### config.mk
export PLATFORM = sky130hd
export DESIGN_NAME = fme_best_sel
export DESIGN_NICKNAME = d
export VERILOG_FILES = /design/src/rtl/fme_pkg.sv /design/src/rtl/fme_cost_acc.sv /design/src/rtl/fme_best_sel.sv
export SDC_FILE = /design/constraint.sdc
export NUM_CORES = 1
export LEC_CHECK = 0
export BUFFER_PORTS_ARGS = -buffer_cell sky130_fd_sc_hd__buf_4
export CORE_AREA = 2 2 136 138
export CTS_CLUSTER_DIAMETER = 120
export CTS_CLUSTER_SIZE = 12
export DETAILED_ROUTE_END_ITERATION = 12
export DIE_AREA = 0 0 138 140
export PLACE_DENSITY = 0.52
export SETUP_SLACK_MARGIN = 0.3
export SYNTH_ARGS = -nofsm -noshare
export SYNTH_HDL_FRONTEND = slang
export SYNTH_SLANG_ARGS = --single-unit
### constraint.sdc
create_clock -name clk -period 3.54 [get_ports clk]
set_input_delay 0.885 -clock clk [delete_from_list [all_inputs] [get_ports clk]]
set_output_delay 0.885 -clock clk [all_outputs]
set_load 0.005 [all_outputs]
### src/rtl/fme_pkg.sv
// Shared types and defaults for the fractional-ME best-candidate selector.
// Holds the FSM encoding, default widths and the saturating-add rule.
package fme_pkg;

    localparam int FME_SATD_W = 16;
    localparam int FME_ACC_W  = 20;
    localparam int FME_NCAND  = 9;
    localparam int FME_MV_W   = 12;

    typedef enum logic [1:0] {
        ST_IDLE  = 2'd0,
        ST_ACCUM = 2'd1,
        ST_CMP   = 2'd2,
        ST_OUT   = 2'd3
    } fme_state_e;

    // Unsigned add clamped to 2^w-1; callers keep w <= 32.
    function automatic logic [31:0] sat_add(input logic [31:0] a,
                                            input logic [31:0] b,
                                            input int unsigned w);
        logic [32:0] sum;
        logic [32:0] lim;
        sum = {1'b0, a} + {1'b0, b};
        lim = (33'd1 << w) - 33'd1;
        return (sum > lim) ? lim[31:0] : sum[31:0];
    endfunction

endpackage

### src/rtl/fme_cost_acc.sv
// Saturating candidate-cost accumulator; the first block of a candidate
// loads satd + mvcost, later blocks add satd. One-cycle update, no backpressure.
module fme_cost_acc
    import fme_pkg::*;
#(
    parameter int SATD_W = FME_SATD_W,
    parameter int ACC_W  = FME_ACC_W,
    parameter int MV_W   = FME_MV_W
) (
    input  logic              clk,
    input  logic              rst_n,
    input  logic              clr_i,
    input  logic              en_i,
    input  logic              first_i,
    input  logic [SATD_W-1:0] satd_i,
    input  logic [MV_W-1:0]   mvcost_i,
    output logic [ACC_W-1:0]  acc_o
);

    logic [ACC_W-1:0] acc_q;
    logic [ACC_W-1:0] acc_d;
    logic [31:0]      base;

    always_comb begin
        base  = first_i ? 32'(mvcost_i) : 32'(acc_q);
        acc_d = acc_q;
        if (clr_i) begin
            acc_d = '0;
        end else if (en_i) begin
            acc_d = ACC_W'(sat_add(base, 32'(satd_i), ACC_W));
        end
    end

    always_ff @(posedge clk or negedge rst_n) begin
        if (!rst_n) begin
            acc_q <= '0;
        end else begin
            acc_q <= acc_d;
        end
    end

    assign acc_o = acc_q;

endmodule

### src/rtl/fme_best_sel.sv
// Picks the lowest-cost candidate (SATD sum + MV cost) out of NCAND per search.
// Result valid two cycles after the last SATD handshake; held until done_rdy.
module fme_best_sel
    import fme_pkg::*;
#(
    parameter int SATD_W = FME_SATD_W,
    parameter int ACC_W  = FME_ACC_W,
    parameter int NCAND  = FME_NCAND
) (
    input  logic              clk,
    input  logic              rst_n,
    input  logic              start,
    input  logic [4:0]        nblk,
    input  logic [SATD_W-1:0] satd_in,
    input  logic              satd_vld,
    output logic              satd_rdy,
    input  logic [11:0]       mvcost_in,
    output logic              busy,
    output logic [3:0]        best_idx,
    output logic [ACC_W-1:0]  best_cost,
    output logic              done_vld,
    input  logic              done_rdy
);

    fme_state_e       state_q;
    logic             arm_q;
    logic [3:0]       last_blk_q;
    logic [3:0]       blk_cnt_q;
    logic [3:0]       cand_q;
    logic [3:0]       best_idx_q;
    logic [ACC_W-1:0] best_cost_q;

    logic             start_ok;
    logic             hs;
    logic [3:0]       last_blk_d;
    logic [ACC_W-1:0] acc;

    // arm_q blocks a start on the very first edge after reset release.
    assign start_ok = start & arm_q & (state_q == ST_IDLE);
    assign hs       = satd_vld & (state_q == ST_ACCUM);

    always_comb begin
        last_blk_d = 4'd0;
        if (nblk > 5'd16) begin
            last_blk_d = 4'd15;
        end else if (nblk != 5'd0) begin
            last_blk_d = 4'(nblk - 5'd1);
        end
    end

    fme_cost_acc #(
        .SATD_W (SATD_W),
        .ACC_W  (ACC_W),
        .MV_W   (12)
    ) u_acc (
        .clk      (clk),
        .rst_n    (rst_n),
        .clr_i    (start_ok),
        .en_i     (hs),
        .first_i  (blk_cnt_q == 4'd0),
        .satd_i   (satd_in),
        .mvcost_i (mvcost_in),
        .acc_o    (acc)
    );

    always_ff @(posedge clk or negedge rst_n) begin
        if (!rst_n) begin
            state_q     <= ST_IDLE;
            arm_q       <= 1'b0;
            last_blk_q  <= '0;
            blk_cnt_q   <= '0;
            cand_q      <= '0;
            best_idx_q  <= '0;
            best_cost_q <= '0;
        end else begin
            arm_q <= 1'b1;
            case (state_q)
                ST_IDLE: begin
                    if (start_ok) begin
                        last_blk_q  <= last_blk_d;
                        blk_cnt_q   <= '0;
                        cand_q      <= '0;
                        best_idx_q  <= '0;
                        best_cost_q <= '1;
                        state_q     <= ST_ACCUM;
                    end
                end
                ST_ACCUM: begin
                    if (hs) begin
                        if (blk_cnt_q == last_blk_q) begin
                            blk_cnt_q <= '0;
                            state_q   <= ST_CMP;
                        end else begin
                            blk_cnt_q <= blk_cnt_q + 4'd1;
                        end
                    end
                end
                ST_CMP: begin
                    // Strict compare keeps the lower index on ties; candidate 0 seeds the best.
                    if ((acc < best_cost_q) || (cand_q == 4'd0)) begin
                        best_cost_q <= acc;
                        best_idx_q  <= cand_q;
                    end
                    if (cand_q == 4'(NCAND - 1)) begin
                        state_q <= ST_OUT;
                    end else begin
                        cand_q  <= cand_q + 4'd1;
                        state_q <= ST_ACCUM;
                    end
                end
                ST_OUT: begin
                    if (done_rdy) begin
                        state_q <= ST_IDLE;
                    end
                end
                default: state_q <= ST_IDLE;
            endcase
        end
    end

    assign satd_rdy  = (state_q == ST_ACCUM);
    assign busy      = (state_q != ST_IDLE);
    assign done_vld  = (state_q == ST_OUT);
    assign best_idx  = best_idx_q;
    assign best_cost = best_cost_q;

endmodule

==> metrics.cfg, run 1 <==
[critical_path]
end_kind = flop
crit_required_ps = 3800
crit_top_cell = nand2_1
path_class = flop to flop
worstPathMaxFanout = 8
worstPathArrival_ps = 3380
cp_slowest_cell = or4b_1
start_kind = flop
timing.critical_path.buf_inv = 2
cpPeakStageDelay_ps = 470
path_delay_family = simple AND/OR/NAND/NOR gates
path_cells = inv_1 -> ha_1 -> or3b_4 -> nand2_1 -> nand2_1 -> ha_1 -> buf_4 -> nand2_1 -> nor2_1 -> a21oi_2 -> o211a_1 -> or4b_1 -> nand4_1

[power]
switching_share_pct = 45.4
power.density_nw_per_um2 = 918
leakage_nw = 2.80
power.internal_mw = 2.73
power_frac_comb_pct = 60.4
seqPwrFrac_pct = 23.9
ir_drop_mv = 0.360
power.share.clock_pct = 15.7
p_switching_mw = 2.27

[layout]
n_fill_cell = 1878
drive_gt1_share_pct = 19.5
area_growth_pct = 24.3
n_antenna_cell = 0
design_area_um2 = 5440
stdcell_count = 815
utilization_pct = 30.6
nets = 663

[route]
drt_iter0_drc = 260
drc = 0
wl_per_cell_um = 14.9
dr_total_vias = 3903
viasPerCell = 4.79
final_antenna_net_count = 0
routed_wl_mm = 12.1
dr.pass1.iters = 4

[synth]
ys_warn_count = 0
synth_flop_cell = dfrtp_1
synth_area_leaders = dfrtp_1 (34%), ha_1 (12%), nand2_1 (7.0%)
ys_ff_latch = 59
syn-cell-area_um2 = 4380
synth_top_area_share_pct = 33.7
syn_avg_cell_area_um2 = 8.48
synth_enable_flop_cells = 0
synth.most_common_cell = nand2_1
syn_nets = 597
syn_inst = 516
seq_area_frac_synth_pct = 33.7
ys_types = 61
synthTopCellsByCount = nand2_1 (82), nor2_1 (63), dfrtp_1 (59), ha_1 (42), a21oi_1 (41)
yosysTopAreaCell = dfrtp_1
async_reset_ff_share_pct = 100

[sta]
setup_slack_ps = 422
slew_headroom_pct = 29.9
slew_viol_final = 0
clock_skew_ps = 4.63
fmax_mhz = 321
tns_ps = 0
hold_viol_final = 0
fin_crit_ps = 3120
rsz0062_at_grt = false
min_period_over_period_pct = 88.1
worstMarginPinSlew_ps = 1040
setup_viol = 0

[global_routing]
grt_pass1_wl_mm = 19.6
grt_usage_pct = 12.5
grt_pass1_vias = 3884
antenna_found_initial = 0
grt_overflow = 0
grt_max_degree = 60

[clock_tree]
clockRootBuffer = clkbuf_16
clock-sinks = 59
numCtsBuffers = 9
cts.reportedPaths.clkPinSlew_ps = 50
tritoncts = built
cts_hold_buf = 0
clockBufferDepth = 2
clk_latency_ps = 330
htreeDepth = 3

[placed_design]
place.gp.congestion = 0.834
dpl.hpwl_mm = 9.02
dp_slack_ps = 70.0
port-buffer-count = 64
place_area_um2 = 5070
dpl.cell_count = 794

[run_status]
status = finished clean

[die]
dieHeight_um = 140
core_um2 = 17800
row_count = 49
start_util_pct = 24.6
dieArea_um2 = 19300
dieWidth_um = 138
num_io_pins = 65

[flow_run]
cap_violations = 0

[hold_path]
min_path_type = flop to flop

## per-layer routing
metal	wire length [µm]	up-vias	GRT usage, %
met3	390	15	2.56
met2	5560	86	19.5
met4	213	0	5.05
met5	0	-	0
met1	5980	1867	16.9
li1	-	1935	-
## power by group through the flow
stage	logic [mW]	registers, mW	clock network, mW
after floorplan	2.10	1.07	0
after global placement	2.76	1.19	0
after detailed placement	2.81	1.19	0
after CTS	2.84	1.18	0.801
after global routing	3.39	1.23	0.837
final	3.02	1.19	0.786
## repair_timing
action                                  4_1_cts  5_1_grt
endpoints found under the setup margin       19       20
resized for setup                             3       10
pin swaps                                     0        3
gates cloned                                  0        1
buffers inserted                              0        5
## path summary, 6_finish.rpt
check                           cells past startpoint              end  slack [ps]          start
min in group asynchronous                           1    last_blk_q[1]         620          rst_n
max in group asynchronous                           1     best_cost[0]        2400          rst_n
worst min-delay path                                1    last_blk_q[0]         510  last_blk_q[0]
worst max-delay path                               13  u_acc.acc_o[17]         420   blk_cnt_q[0]
worst max register to register                     13  u_acc.acc_o[17]         420   blk_cnt_q[0]
worst min register to register                      1    last_blk_q[0]         510  last_blk_q[0]
## per-stage QoR
| stage | hold slack [ps] | total power, mW |
|---|---|---|
| after global routing | 518 | 5.45 |
| after CTS | 506 | 4.82 |
| final | 509 | 5.00 |
| after floorplan | 458 | 3.17 |
| after global placement | 477 | 3.94 |
| after detailed placement | 497 | 4.00 |
## registers in the layout, indices dropped and copies added (netlist names)
| register | cells |
|---|---|
| blk_cnt_q | 4 |
| state_q | 2 |
| arm_q | 1 |
| best_idx | 4 |
| last_blk_q | 4 |
| best_cost | 20 |
| cand_q | 4 |
| u_acc.acc_o | 20 |
## layout make-up
class	count	area [µm²]	share of cell area (%)
multi-input cells	407	2730	50.1
clock inverters	3	15.0	0.276
flip-flops and latches	59	1480	27.1
clock buffers	12	246	4.53
well taps	229	287	5.27
repair buffers	79	593	10.9
inverters	26	97.6	1.79
## kinds of logic (layout without fill, tap and decap cells)
family,count (synthesis),after routing,synth area share [%]
flip-flops,59,59,33.7
AO/OA/AOI/OAI,124,124,18.8
AND/OR/NAND/NOR,191,192,19.1
multiplexers,26,26,6.00
other,1,1,0.0857
buffers and inverters,51,120,5.60
XOR/XNOR,20,20,4.00
adder cells (fa/ha/maj),44,44,12.7
## layout by cell type (no fill, tap or decap), types with 4 or more instances in the layout
cell type and instances:
xnor2_1 7, a21oi_1 38, dfrtp_1 59, nor3b_1 4, clkbuf_16 9, a21o_1 13, nand4_1 5, ha_1 40
and2_1 7, a211oi_2 4, nand2_1 81, o21a_1 5, nor3_1 4, xor2_1 13, mux2i_1 24, o21ai_0 14
buf_4 79, inv_1 26, a31oi_1 12, o21ai_1 5, nor2_1 63, nand3_1 9, nor2b_1 5
(Power assumes the default switching activity.)
==> run 2, diff against run 1 <==
--- a/config.mk
+++ b/config.mk
@@ -11,6 +11,7 @@
 export CTS_CLUSTER_SIZE = 12
 export DETAILED_ROUTE_END_ITERATION = 12
 export DIE_AREA = 0 0 138 140
+export GPL_TIMING_DRIVEN = 0
 export PLACE_DENSITY = 0.52
 export SETUP_SLACK_MARGIN = 0.3
 export SYNTH_ARGS = -nofsm -noshare
==> run 2 against run 1 <==
Effect of this change: global-route usage is 0.32 points higher; core utilization is 1.6 points higher; maximum frequency shrank 1.8%; power is 6.4% higher; non-clock buffer count increased by 20; highest routed layer unchanged; sequential share of layout area shrank 1.4 points; cell count is 2.5% higher; critical path type unchanged; wire length grew 1.7%; largest power group unchanged; die area is the same.
==> metrics.cfg, run 2 (synthesis gave the netlist of run 1 again) <==
[power]
leakage_nw = 2.90  ; was 2.80 nW
power.density_nw_per_um2 = 929  ; was 918 nW/µm²
total_power_mw = 5.32  ; was 5.00 mW
ir_drop_mv = 0.256  ; was 0.360 mV

[layout]
final_common_cell = nand2_1  ; unchanged
mostFrequentLayoutCells = nand2_1 (77), buf_4 (75), nor2_1 (62)  ; was nand2_1 (81), buf_4 (79), nor2_1 (63)
drive_gt1_share_pct = 22.9  ; was 19.5%
nets = 682  ; was 663
area_growth_pct = 30.8  ; was 24.3%
n_antenna_cell = 0  ; unchanged

[placed_design]
place.gp.congestion = 0.849  ; was 0.834
dp_slack_ps = -322  ; was 70.0 ps
dpl.hpwl_mm = 9.27  ; was 9.02 mm
port-buffer-count = 64  ; unchanged

[critical_path]
cp_slowest_cell = fa_2  ; was or4b_1
path_cells = inv_2 -> ha_2 -> or3b_4 -> buf_8 -> buf_8 -> nand2_2 -> nand2_2 -> ha_4 -> fa_2 -> nand3_2 -> a21o_1 -> a21oi_2 -> a41o_4 -> a41o_1 -> a21oi_2  ; was inv_1 -> ha_1 -> or3b_4 -> nand2_1 -> nand2_1 -> ha_1 -> buf_4 -> nand2_1 -> nor2_1 -> a21oi_2 -> o211a_1 -> or4b_1 -> nand4_1
reg2reg_to = u_acc.acc_o[18]  ; was u_acc.acc_o[17]
worstPathMaxFanout = 10  ; was 8
r2r_start = blk_cnt_q[0]  ; unchanged
start_kind = flop  ; unchanged
worstPathArrival_ps = 3430  ; was 3380 ps
rr_worst_depth = 15  ; was 13
cpPeakStageDelay_ps = 400  ; was 470 ps
end_kind = flop  ; unchanged
r2r_slack_ps = 370  ; was 420 ps
crit_required_ps = 3800  ; about the same
path_class = flop to flop  ; unchanged

[sta]
fin_crit_ps = 3170  ; was 3120 ps
setup_slack_ps = 365  ; was 422 ps
clock_skew_ps = 4.69  ; was 4.63 ps
worstMarginPinSlew_ps = 1110  ; was 1040 ps
fmax_mhz = 315  ; was 321 MHz
rsz0062_at_grt = true  ; was false
min_period_over_period_pct = 89.7  ; was 88.1%
tns_ps = 0  ; unchanged
slew_viol_final = 0  ; unchanged
slew_headroom_pct = 25.1  ; was 29.9%
hold_viol_final = 0  ; unchanged
setup_viol = 0  ; unchanged

[hold_path]
hold-path-endpoint = last_blk_q[2]  ; was last_blk_q[0]
min_path_type = flop to flop  ; unchanged
min-delay-start = last_blk_q[2]  ; was last_blk_q[0]
min_delay_path_depth = 2  ; was 1

[run_status]
status = finished clean  ; unchanged

[global_routing]
antenna_found_initial = 0  ; unchanged
grt_pass1_wl_mm = 20.2  ; was 19.6 mm
grt_max_degree = 60  ; unchanged
grt_usage_pct = 12.8  ; was 12.5%
grt_overflow = 0  ; unchanged
grt_pass1_vias = 4024  ; was 3884

[route]
drc = 0  ; unchanged
dr.pass1.iters = 4  ; unchanged
wirelength_met1_mm = 5.93  ; was 5.98 mm
wl_per_cell_um = 14.8  ; was 14.9 µm
viasPerCell = 4.79  ; about the same
highest_layer = met4  ; unchanged
dr_wl_met2_mm = 5.67  ; was 5.56 mm
routed_wl_mm = 12.4  ; was 12.1 mm
drt_iter0_drc = 221  ; was 260
dr_total_vias = 3999  ; was 3903
final_antenna_net_count = 0  ; unchanged
wl_met3_um = 391  ; was 390 µm

[clock_tree]
clockRootBuffer = clkbuf_16  ; unchanged
numCtsBuffers = 9  ; unchanged
clockBufferDepth = 2  ; unchanged
tritoncts = built  ; unchanged
clock-sinks = 59  ; unchanged
htreeDepth = 3  ; unchanged
clk_latency_ps = 330  ; about the same
cts.reportedPaths.clkPinSlew_ps = 50  ; about the same
cts_hold_buf = 0  ; unchanged

[flow_run]
cap_violations = 0  ; unchanged

[die]
row_count = 49  ; unchanged
num_io_pins = 65  ; unchanged
dieArea_um2 = 19300  ; unchanged
start_util_pct = 24.6  ; unchanged
dieHeight_um = 140  ; unchanged
dieWidth_um = 138  ; unchanged
core_um2 = 17800  ; unchanged

run 2: changes by cell type in the layout (fill, tap and decap cells not counted), moves of 3 or more:
cell | previous run | this run
buf_4 | 79 | 75
buf_6 | 0 | 4
clkbuf_1 | 2 | 16
ha_1 | 40 | 34
ha_4 | 1 | 5
nand2_1 | 81 | 77
nand2_2 | 1 | 4
run 2: routing by layer:
metal	vias to the layer above	global-route usage, %
met2	84	20.6
met1	1908	16.8
met4	0	5.42
li1	1985	-
met5	-	0
met3	22	2.56
run 2: layout make-up:
cell class                 count  area (µm²)
buffer                        25         186
clock buffer                  14         264
clock inverter                 2        10.0
fill                        1876       12100
inverter                      26        97.6
multi-input combinational    406        2850
sequential                    59        1480
tap                          229         287
timing repair buffer          74         556
run 2: worst max path at each step:
stage	start	end	depth (start not counted)
6_report	blk_cnt_q[0]	u_acc.acc_o[18]	15
3_5_place_dp	blk_cnt_q[0]	u_acc.acc_o[7]	14
4_1_cts	blk_cnt_q[0]	u_acc.acc_o[7]	15
3_3_place_gp	blk_cnt_q[0]	u_acc.acc_o[17]	13
5_1_grt	blk_cnt_q[1]	u_acc.acc_o[18]	15
2_1_floorplan	blk_cnt_q[0]	u_acc.acc_o[10]	15
run 2: critical path, delay by kind of cell (launching register included):
family | cells | cell delay [ps]
flip-flops | 1 | 380
AND/OR/NAND/NOR | 4 | 620
buffers and inverters | 3 | 340
AO/OA/AOI/OAI | 5 | 1030
adder cells (fa/ha/maj) | 3 | 730
run 2: metrics by stage:
stage	hold WS, ps	std cells	utilization (%)	cell area [µm²]
floorplan	458	516	-	4380
global placement	485	809	28.9	5150
detailed placement	482	809	28.9	5150
CTS	499	832	31.3	5560
global route	517	835	32.2	5730
finish	499	835	32.2	5730
run 2: power by group:
| part | switching (mW) | internal [mW] | total [mW] |
|---|---|---|---|
| clock network | 0.305 | 0.510 | 0.814 |
| registers | 0.246 | 0.897 | 1.14 |
| logic | 1.80 | 1.56 | 3.36 |
run 2: what timing repair did:
| item | 4_1_cts | 5_1_grt |
|---|---|---|
| gates resized for setup | 22 | 31 |
| buffers inserted | 6 | 3 |
| setup endpoints to repair | 20 | 20 |
| cloned | 1 | 0 |
| pin swaps | 4 | 6 |
